===== src/rtl/lock_pkg.sv =====
// Shared types and defaults for the digital lock and its key front-end.
// The lock's own state type is expected to move here as well.
package lock_pkg;

   typedef enum logic [1:0] {
      RELEASED     = 2'd0,
      PRESS_WAIT   = 2'd1,
      PRESSED      = 2'd2,
      RELEASE_WAIT = 2'd3
   } key_state_t;

   localparam int DEFAULT_DEBOUNCE_CYCLES = 1000000;
   localparam int DEFAULT_SYNC_STAGES     = 2;

endpackage : lock_pkg


===== src/rtl/key_debounce.sv =====
// One push-button channel: synchronizer, debounce FSM with stability counter,
// registered debounced level and a press strobe on the accepting edge.
module key_debounce
   import lock_pkg::*;
#(
   parameter int DEBOUNCE_CYCLES = DEFAULT_DEBOUNCE_CYCLES,
   parameter int SYNC_STAGES     = DEFAULT_SYNC_STAGES
) (
   input  logic clk,
   input  logic rst_n,
   input  logic btn_raw,
   output logic level,
   output logic press_evt
);

   localparam int              CW      = $clog2(DEBOUNCE_CYCLES);
   localparam logic [CW-1:0]   CNT_MAX = CW'(DEBOUNCE_CYCLES - 1);
   localparam logic [CW-1:0]   CNT_ONE = CW'(1);

   logic [SYNC_STAGES-1:0] r_sync;
   logic                   w_sync;
   key_state_t             r_state;
   logic [CW-1:0]          r_cnt;
   logic                   r_level;
   logic                   w_cnt_done;

   always_ff @(posedge clk) begin
      if (!rst_n) begin
         r_sync <= '0;
      end else begin
         r_sync <= {r_sync[SYNC_STAGES-2:0], btn_raw};
      end
   end

   assign w_sync     = r_sync[SYNC_STAGES-1];
   assign w_cnt_done = (r_cnt == CNT_MAX);

   // The counter only advances while the sampled level stays opposite to the
   // debounced level, and is capped by the compare, so it cannot wrap.
   always_ff @(posedge clk) begin
      if (!rst_n) begin
         r_state <= RELEASED;
         r_cnt   <= '0;
         r_level <= 1'b0;
      end else begin
         case (r_state)
            RELEASED: begin
               if (w_sync) begin
                  r_state <= PRESS_WAIT;
                  r_cnt   <= CNT_ONE;
               end
            end
            PRESS_WAIT: begin
               if (!w_sync) begin
                  r_state <= RELEASED;
                  r_cnt   <= '0;
               end else if (w_cnt_done) begin
                  r_state <= PRESSED;
                  r_cnt   <= '0;
                  r_level <= 1'b1;
               end else begin
                  r_cnt <= r_cnt + CNT_ONE;
               end
            end
            PRESSED: begin
               if (!w_sync) begin
                  r_state <= RELEASE_WAIT;
                  r_cnt   <= CNT_ONE;
               end
            end
            RELEASE_WAIT: begin
               if (w_sync) begin
                  r_state <= PRESSED;
                  r_cnt   <= '0;
               end else if (w_cnt_done) begin
                  r_state <= RELEASED;
                  r_cnt   <= '0;
                  r_level <= 1'b0;
               end else begin
                  r_cnt <= r_cnt + CNT_ONE;
               end
            end
            default: begin
               r_state <= RELEASED;
               r_cnt   <= '0;
               r_level <= 1'b0;
            end
         endcase
      end
   end

   // Strobe is high in the cycle whose edge accepts the press; the consumer
   // registers it so the pulse lines up with the level rising.
   assign press_evt = (r_state == PRESS_WAIT) && w_sync && w_cnt_done;
   assign level     = r_level;

endmodule : key_debounce


===== src/rtl/lock_key_conditioner.sv =====
// Two debounced key channels feeding a registered same-cycle arbiter that
// produces the single-cycle x/y pulses for the lock (Y wins a tie).
module lock_key_conditioner
   import lock_pkg::*;
#(
   parameter int DEBOUNCE_CYCLES = DEFAULT_DEBOUNCE_CYCLES,
   parameter int SYNC_STAGES     = DEFAULT_SYNC_STAGES
) (
   input  logic clk,
   input  logic rst_n,
   input  logic btn_x_raw,
   input  logic btn_y_raw,
   output logic x_pulse,
   output logic y_pulse,
   output logic x_level,
   output logic y_level
);

   logic w_x_level;
   logic w_y_level;
   logic w_x_evt;
   logic w_y_evt;
   logic r_x_pulse;
   logic r_y_pulse;

   key_debounce #(
      .DEBOUNCE_CYCLES (DEBOUNCE_CYCLES),
      .SYNC_STAGES     (SYNC_STAGES)
   ) u_key_x (
      .clk       (clk),
      .rst_n     (rst_n),
      .btn_raw   (btn_x_raw),
      .level     (w_x_level),
      .press_evt (w_x_evt)
   );

   key_debounce #(
      .DEBOUNCE_CYCLES (DEBOUNCE_CYCLES),
      .SYNC_STAGES     (SYNC_STAGES)
   ) u_key_y (
      .clk       (clk),
      .rst_n     (rst_n),
      .btn_raw   (btn_y_raw),
      .level     (w_y_level),
      .press_evt (w_y_evt)
   );

   // A coinciding X press is dropped rather than deferred, matching the lock.
   always_ff @(posedge clk) begin
      if (!rst_n) begin
         r_x_pulse <= 1'b0;
         r_y_pulse <= 1'b0;
      end else begin
         r_x_pulse <= w_x_evt & ~w_y_evt;
         r_y_pulse <= w_y_evt;
      end
   end

   assign x_pulse = r_x_pulse;
   assign y_pulse = r_y_pulse;
   assign x_level = w_x_level;
   assign y_level = w_y_level;

endmodule : lock_key_conditioner


===== config.mk =====
export PLATFORM = sky130hd
export DESIGN_NAME = lock_key_conditioner
export DESIGN_NICKNAME = d
export VERILOG_FILES = /design/src/rtl/lock_pkg.sv /design/src/rtl/key_debounce.sv /design/src/rtl/lock_key_conditioner.sv
export SDC_FILE = /design/constraint.sdc
export NUM_CORES = 1
export LEC_CHECK = 0
export ABC_AREA = 1
export BUFFER_PORTS_ARGS = -buffer_cell sky130_fd_sc_hd__buf_2
export CORE_MARGIN = 3
export CORE_UTILIZATION = 65
export DETAILED_ROUTE_END_ITERATION = 10
export PLACE_DENSITY = 0.79
export SETUP_SLACK_MARGIN = 0.02
export SYNTH_ARGS = -nofsm -noshare
export SYNTH_HDL_FRONTEND = slang
export SYNTH_SLANG_ARGS = --single-unit

===== constraint.sdc =====
create_clock -name clk -period 4.8 [get_ports clk]
set_input_delay 1.2 -clock clk [delete_from_list [all_inputs] [get_ports clk]]
set_output_delay 1.2 -clock clk [all_outputs]
set_load 0.005 [all_outputs]

# Word-level counts from Yosys, hierarchy flattened
# Index checks and enable logic that the tools add are counted.
# classes
n_addsub,2
n_eq_ne,24
n_mux,36
bitwise_logic,2
n_reduce_logical,14
# op_table
cell,n
two-way mux 20 bit,10
case mux 20 bit (4 select lines),2
adder 20 x 1 -> 20 bit (second input constant),2
== test 20 bit (second input constant),2
two-way mux 2 bit,12
inequality test 2 x 1 -> 1 bit (second input constant),8
case mux 2 bit (4 select lines),2
AND reduction 5 bit,2
== test 2 bit (second input constant),4
two-way mux 1 bit,8
inequality test 2 bit (second input constant),4
AND reduction 4 bit,2
inequality test 3 x 1 -> 1 bit (second input constant),2
inequality test 3 bit (second input constant),2
== test 2 x 1 -> 1 bit (second input constant),2
logical AND 1 bit,4
logical NOT 2 bit,2
case mux 1 bit (2 select lines),2
AND reduction 2 bit,2
nonzero test 2 bit,2
AND 1 bit,1
NOT 1 bit,1
# word_totals
ff_bits,52
in_bits,4
word_cells,88

# Logic depth before layout (Yosys ltp)
# Gate-level depths: netlist of the first run.
# logic_depth
depth_word,5
ltp_mapped,11
mapped_depth_nobuf,11

# By module
# A second synthesis of the first run with hierarchy kept.
# unflattened
cells_unflattened,487
hier_area_um2,3086.7
# by_module_without_submodules
module,n_inst,cells_per_inst,area_each_um2,seq_area_each_um2
key_debounce (u_key_y),1,244,1529.0,500.5
key_debounce (u_key_x),1,237,1500.2,500.5
lock_key_conditioner,1,6,57.6,40.0

# Least setup slack after synthesis of the first run
# No wires, ideal clock.
# synth_path
path_type,input to register
from,input port rst_n
to,register u_key_y.r_cnt[12]
arrival_ns,1.688
required_ns,4.670
setup_slack_ns,2.982
stages,3
cell_sequence,clkinv_1 clkbuf_1 nor2_1
# synth_lines
element,line,source
start: declaration,lock_key_conditioner.sv:10,"input logic rst_n,"
end signal: assignment,key_debounce.sv:62,r_cnt <= r_cnt + CNT_ONE;
end signal: assignment,key_debounce.sv:80,r_cnt <= r_cnt + CNT_ONE;
end: declaration,key_debounce.sv:23,logic [CW-1:0] r_cnt;
# No word-level cell between the ends.

==> results.sh, run 1 <==
export IMPL_grt_max_degree=34
export IMPL_avgSynthCellArea_um2=6.21
export IMPL_firstDrtPassIters=5
export IMPL_clk_latency_ps=310
export IMPL_clk_pin_slew_ps=100
export IMPL_cp_top_family="buffers and inverters"
export IMPL_cts_root_buffer="clkbuf_8"
export IMPL_cp_data_required_time_ps=5060
export IMPL_ctsResizeCount=0
export IMPL_end_kind="flop"
export IMPL_period_minus_slack_ps=2460
export IMPL_peakVddDrop_uv=241
export IMPL_synth_net_count=508
export IMPL_clock_path_buffers=2
export IMPL_pre_cts_ws_ps=2050
export IMPL_gp_routability_congestion=0.932
export IMPL_slowest_delay_ps=620
export IMPL_overflow=0
export IMPL_hp_class="reg -> reg"
export IMPL_hold_viol_final=0
export IMPL_crit_path_cell_trace="buf_2 > clkinv_1 > a21oi_1 > o21a_1"
export IMPL_instances_no_fill=558
export IMPL_antenna_found_initial=0
export IMPL_synth_common_cells="nand2_1 (152), nor2_1 (72), inv_1 (64)"
export IMPL_wl_per_cell_um=12.5
export IMPL_fp_row_count=24
export IMPL_yosysTopAreaCell="dfxtp_1"
export IMPL_period_share=0.513
export IMPL_yosysSeqAreaShare=0.334
export IMPL_drtAntennaViolNets=0
export IMPL_synthTopCellsByArea="dfxtp_1 (33%), nand2_1 (18%), nor2_1 (8.7%), inv_1 (7.7%), nand3_1 (5.8%)"
export IMPL_die_w_um=75.2
export IMPL_p_leak_nw=1.24
export IMPL_r2r_setup_slack_ps=2830
export IMPL_grt_setup_unrepaired="false"
export IMPL_synth_most_common_cell="nand2_1"
export IMPL_grtUsageTotal=0.264
export IMPL_worst_pin_slew_ps=574
export IMPL_drive_gt1_frac=0.0929
export IMPL_ios=8
export IMPL_cts_htree_levels=2
export IMPL_pwr_share_comb=0.034
export IMPL_antenna_cells=0
export IMPL_post_dp_hpwl_um=4980
export IMPL_async_flop_share=0
export IMPL_p_int_mw=0.547
export IMPL_postCtsSetupBuffers=0
export IMPL_synth_edf_count=0
export IMPL_power_per_cell_area_nw_per_um2=226
export IMPL_regToRegEndpoint="u_key_x.r_cnt[3]"
export IMPL_drc_errors=0
export IMPL_cp_slowest_cell="clkinv_1"
export IMPL_syn_area_um2=3120
export IMPL_crit_type="in -> reg"
export IMPL_final_nets=511
export IMPL_drtIter0Drc=352
export IMPL_core_area_um2=4500
export IMPL_p_switching_mw=0.184
export IMPL_synth_cells=502
export IMPL_grt_pass1_wl_um=11600
export IMPL_cap_viol_max_count=0
export IMPL_clock_sinks=52
export IMPL_finalSetupTns_ps=0
export IMPL_crit_cells=4
export IMPL_synth_top_area_share=0.334
export IMPL_max_freq_mhz=406
export IMPL_cts_tree="done"
export IMPL_final_setup_viol_count=0
export IMPL_skew_ps=9.70
export IMPL_vias_per_cell=5.58
export IMPL_port_buffers=7
export IMPL_yosysUniqueCellTypes=39
export IMPL_fin_util=0.718
export IMPL_switching_share=0.252
export IMPL_synth_seq_cells=52
export IMPL_status="finished clean"
export IMPL_die_area_um2=5660
export IMPL_vias=3112
export IMPL_ff2ff_path_depth=8
export IMPL_cp_start_kind="input port"
export IMPL_worstPathArrival_ps=2720
export IMPL_pwr_share_seq=0.598
export IMPL_clkPwrFrac=0.368
export IMPL_crit_fanout=33
export IMPL_grt_pass1_vias=2651
export IMPL_rr_startpoint="u_key_x.r_cnt[0]"
export IMPL_synth_flop_cell="dfxtp_1"
export IMPL_max_slew_margin=0.617
export IMPL_yosysWarningCount=0
export IMPL_drv_slew=0
export IMPL_start_util=0.692
export IMPL_whs_ps=428
export IMPL_cts_hold_fix_buffers=0
export IMPL_syn_to_final_growth_pct=3.81
export IMPL_worstPathBufferInverterCount=2
export IMPL_routed_wl_um=7000
export IMPL_dp_cells=550
export IMPL_cts_buffers=5
export IMPL_crit_end="u_key_x.r_cnt[17]"
export IMPL_die_h_um=75.2
export IMPL_fin_ws_ps=2340
export IMPL_crit_start="rst_n"
-- flip-flops by register name, summed over array words and instances (netlist names), named ones only --
register,flops
x_pulse,1
y_pulse,1
u_key_x.r_cnt,20
u_key_y.r_sync,2
u_key_y.r_cnt,20
u_key_y.level,1
u_key_y.r_state,1
u_key_x.r_sync,2
u_key_x.level,1
u_key_x.r_state,1
-- power by group through the flow --
stage	Sequential [mW]	Clock [mW]	Combinational [mW]
CTS	0.437	0.276	0.0251
global route	0.437	0.291	0.0283
global placement	0.447	0	0.0248
floorplan	0.445	0	0.0209
detailed placement	0.447	0	0.0250
finish	0.437	0.269	0.0252
-- area by class of cell --
class / instances / area [µm²]
Fill cell: 390 / 1270
Multi-Input combinational cell: 368 / 1730
Sequential cell: 52 / 1040
Tap cell: 52 / 65.1
Timing Repair Buffer: 7 / 35.0
Clock buffer: 5 / 68.8
Clock inverter: 3 / 27.5
Inverter: 71 / 269
-- cell usage in the layout, fill, tap and decap left out, types with 3 or more instances in the layout --
master,Yosys,routed
a21oi_1,27,27
a21oi_2,6,6
buf_2,3,7
clkbuf_8,0,5
dfxtp_1,52,52
inv_1,64,64
inv_2,5,5
nand2_1,152,152
nand2_2,3,3
nand3_1,36,36
nand3_2,6,6
nand4_1,8,8
nor2_1,72,72
nor2_2,3,3
nor3_1,6,6
o21ai_0,24,24
o22ai_1,4,4
-- through the flow --
stage	total power [mW]	instance area, µm²
after floorplan	0.466	3120
after detailed placement	0.472	3140
final	0.731	3240
after global routing	0.756	3240
after global placement	0.471	3140
after CTS	0.738	3240
-- cells by family after synthesis --
group | count (synthesis) | share of synthesized area
flops | 52 | 0.334
simple gates | 297 | 0.417
compound gates | 65 | 0.116
fa+ha+maj | 2 | 0.00803
buf+inv | 82 | 0.111
xor+xnor | 4 | 0.0137
-- worst min-delay path by stage --
stage	from	endpoint	slack (ps)	cells past startpoint
after floorplan	u_key_x.r_sync[0]	u_key_x.r_sync[1]	390	2
after global placement	u_key_x.r_sync[0]	u_key_x.r_sync[1]	400	2
after detailed placement	u_key_x.r_sync[0]	u_key_x.r_sync[1]	410	2
after CTS	u_key_x.r_sync[0]	u_key_x.r_sync[1]	430	2
after global routing	u_key_x.r_sync[0]	u_key_x.r_sync[1]	470	2
final	u_key_y.r_sync[0]	u_key_y.r_sync[1]	430	2
-- worst reg2reg max path: cells and delay by family (launching register included) --
family / cells / cell delay, ps
compound gates: 2 / 260
fa+ha+maj: 1 / 230
simple gates: 3 / 760
buf+inv: 2 / 200
flops: 1 / 420
-- per-layer routing --
| metal | share of wire | vias up | GRT usage |
|---|---|---|---|
| met5 | 0 | - | 0 |
| met4 | 0.0084 | 0 | 0.0641 |
| met3 | 0.062 | 8 | 0.0427 |
| met2 | 0.44 | 104 | 0.406 |
| met1 | 0.49 | 1411 | 0.386 |
| li1 | - | 1589 | - |
(Power assumes the default switching activity.)
==> run 2, diff against run 1 <==
Settings changed: CORE_UTILIZATION 65 to 56, PLACE_DENSITY 0.79 to 0.73.
Clock period 4.8 ns to 2.2 ns, I/O delays scaled along.
==> run 2 against run 1 <==
Cell count up 3.6%. Non-clock buffer count is 2 higher. Via count decreased by 1.5%. Largest cell class unchanged. Largest power group unchanged. Worst hold slack got worse by 13 ps. Flip-flop and latch count unchanged. Setup slack worse by 1900 ps. Clock skew down 1.6 ps.
==> results.sh, run 2 (synthesized netlist as in run 1, its figures left out) <==
export IMPL_status="finished clean"
export IMPL_ios=8
export IMPL_clk_pin_slew_ps=100
export IMPL_grt_setup_unrepaired="false"
export IMPL_finalSetupTns_ps=0
export IMPL_final_nets=513
export IMPL_final_area_um2=3300
export IMPL_p_total_mw=1.72
export IMPL_port_buffers=7
export IMPL_drtAntennaViolNets=0
export IMPL_cts_buffers=5
export IMPL_p_leak_nw=1.26
export IMPL_postCtsSetupBuffers=0
export IMPL_clock_path_buffers=2
export IMPL_period_share=0.824
export IMPL_fp_row_count=26
export IMPL_drv_slew=0
export IMPL_cp_slowest_cell="dfxtp_1"
export IMPL_skew_ps=8.11
export IMPL_fillers=510
export IMPL_die_area_um2=6500
export IMPL_final_cell_mix="nand2_1 (152), nor2_1 (72), inv_1 (64), dfxtp_1 (52), nand3_1 (36)"
export IMPL_hp_class="in -> reg"
export IMPL_use_met3=0.0336
export IMPL_vias_per_cell=5.30
export IMPL_grt_pass1_vias=2765
export IMPL_hold_viol_final=0
export IMPL_power_per_cell_area_nw_per_um2=522
export IMPL_clock_sinks=52
export IMPL_antenna_found_initial=0
export IMPL_start_util=0.595
export IMPL_max_slew_margin=0.700
export IMPL_grt_max_degree=22
export IMPL_crit_type="reg -> reg"
export IMPL_antenna_cells=0
export IMPL_instances_no_fill=578
export IMPL_max_freq_mhz=552
export IMPL_worstPathBufferInverterCount=2
export IMPL_firstDrtPassIters=5
export IMPL_drc_errors=0
export IMPL_dp_cells=570
export IMPL_grtUsageTotal=0.242
export IMPL_period_minus_slack_ps=1810
export IMPL_slowest_delay_ps=390
export IMPL_final_common_cell="nand2_1"
export IMPL_cts_htree_levels=2
export IMPL_crit_path_cell_trace="ha_1 > inv_1 > nor3_1 > nand3_2 > nand2_2 > inv_2 > o21ai_0 > a21oi_1"
export IMPL_cts_hold_fix_buffers=0
export IMPL_core_area_um2=5240
export IMPL_routed_wl_um=7150
export IMPL_reg_top3="u_key_x.r_cnt: 20 flops, u_key_y.r_cnt: 20 flops"
export IMPL_cts_root_buffer="clkbuf_8"
export IMPL_wl_per_cell_um=12.4
export IMPL_post_dp_hpwl_um=5110
export IMPL_end_kind="flop"
export IMPL_peakVddDrop_uv=465
export IMPL_die_h_um=80.6
export IMPL_drive_gt1_frac=0.0965
export IMPL_met1_usage=0.370
export IMPL_vias=3064
export IMPL_drtIter0Drc=307
export IMPL_cap_viol_max_count=0
export IMPL_cp_data_required_time_ps=2400
export IMPL_clk_latency_ps=310
export IMPL_cp_start_kind="flop"
export IMPL_final_setup_viol_count=0
export IMPL_worst_pin_slew_ps=449
export IMPL_gp_routability_congestion=0.894
export IMPL_overflow=0
export IMPL_crit_fanout=15
export IMPL_postPlaceCellArea_um2=3180
export IMPL_cts_tree="done"
export IMPL_ctsResizeCount=0
export IMPL_worstPathArrival_ps=2010
export IMPL_syn_to_final_growth_pct=5.82
export IMPL_die_w_um=80.6
export IMPL_cp_top_family="simple AND/OR/NAND/NOR gates"
export IMPL_grt_pass1_wl_um=12700
export IMPL_busiest_layer="met1"
export IMPL_gr_usage_met2=0.366
## run 2: cell count changes in the layout (fill, tap and decap cells not counted)
cell,change
inv_8,-1
buf_4,+2
clkinvlp_4,-1
clkbuf_8,+1
bufinv_16,+1
## run 2: routing by layer
metal | up-vias | part of all wire | wire (µm)
li1 | 1587 | - | -
met1 | 1377 | 0.52 | 3690
met2 | 96 | 0.42 | 2990
met3 | 4 | 0.060 | 426
met4 | 0 | 0.0048 | 34
met5 | - | 0 | 0
## run 2: layout make-up
type	instances	area [µm²]	share of cell area
Multi-Input combinational cell	368	1730	0.524
Clock buffer	6	82.6	0.0250
Tap cell	70	87.6	0.0266
Timing Repair Buffer	9	50.0	0.0152
Clock inverter	2	38.8	0.0118
Sequential cell	52	1040	0.316
Inverter	71	269	0.0816
## run 2: metrics by stage
stage	hold WS, ps	util	setup slack, ps
after floorplan	390	-	687
after global placement	404	0.607	454
after detailed placement	412	0.607	432
after CTS	414	0.630	414
after global routing	424	0.630	144
final	415	0.630	387
## run 2: worst min-delay path: cells and delay by family
| family | cells | cell delay [ps] |
|---|---|---|
| buffers and inverters | 2 | 110 |
| and+or+nand+nor | 1 | 40 |
## run 2: worst paths after layout
path | cells after the start | slack [ps] | end | startpoint
setup reg to reg | 8 | 390 | u_key_x.r_cnt[3] | u_key_x.r_cnt[0]
hold / removal | 3 | 420 | u_key_y.r_sync[0] | btn_y_raw
hold reg to reg | 2 | 430 | u_key_y.r_sync[1] | u_key_y.r_sync[0]
setup / recovery | 8 | 390 | u_key_x.r_cnt[3] | u_key_x.r_cnt[0]
## run 2: report_power, final
group / total (mW) / internal, mW / switching [mW] / leakage, nW
clock network: 0.709 / 0.373 / 0.336 / 0.0614
registers: 0.953 / 0.947 / 0.00554 / 0.420
logic: 0.0608 / 0.0143 / 0.0465 / 0.783
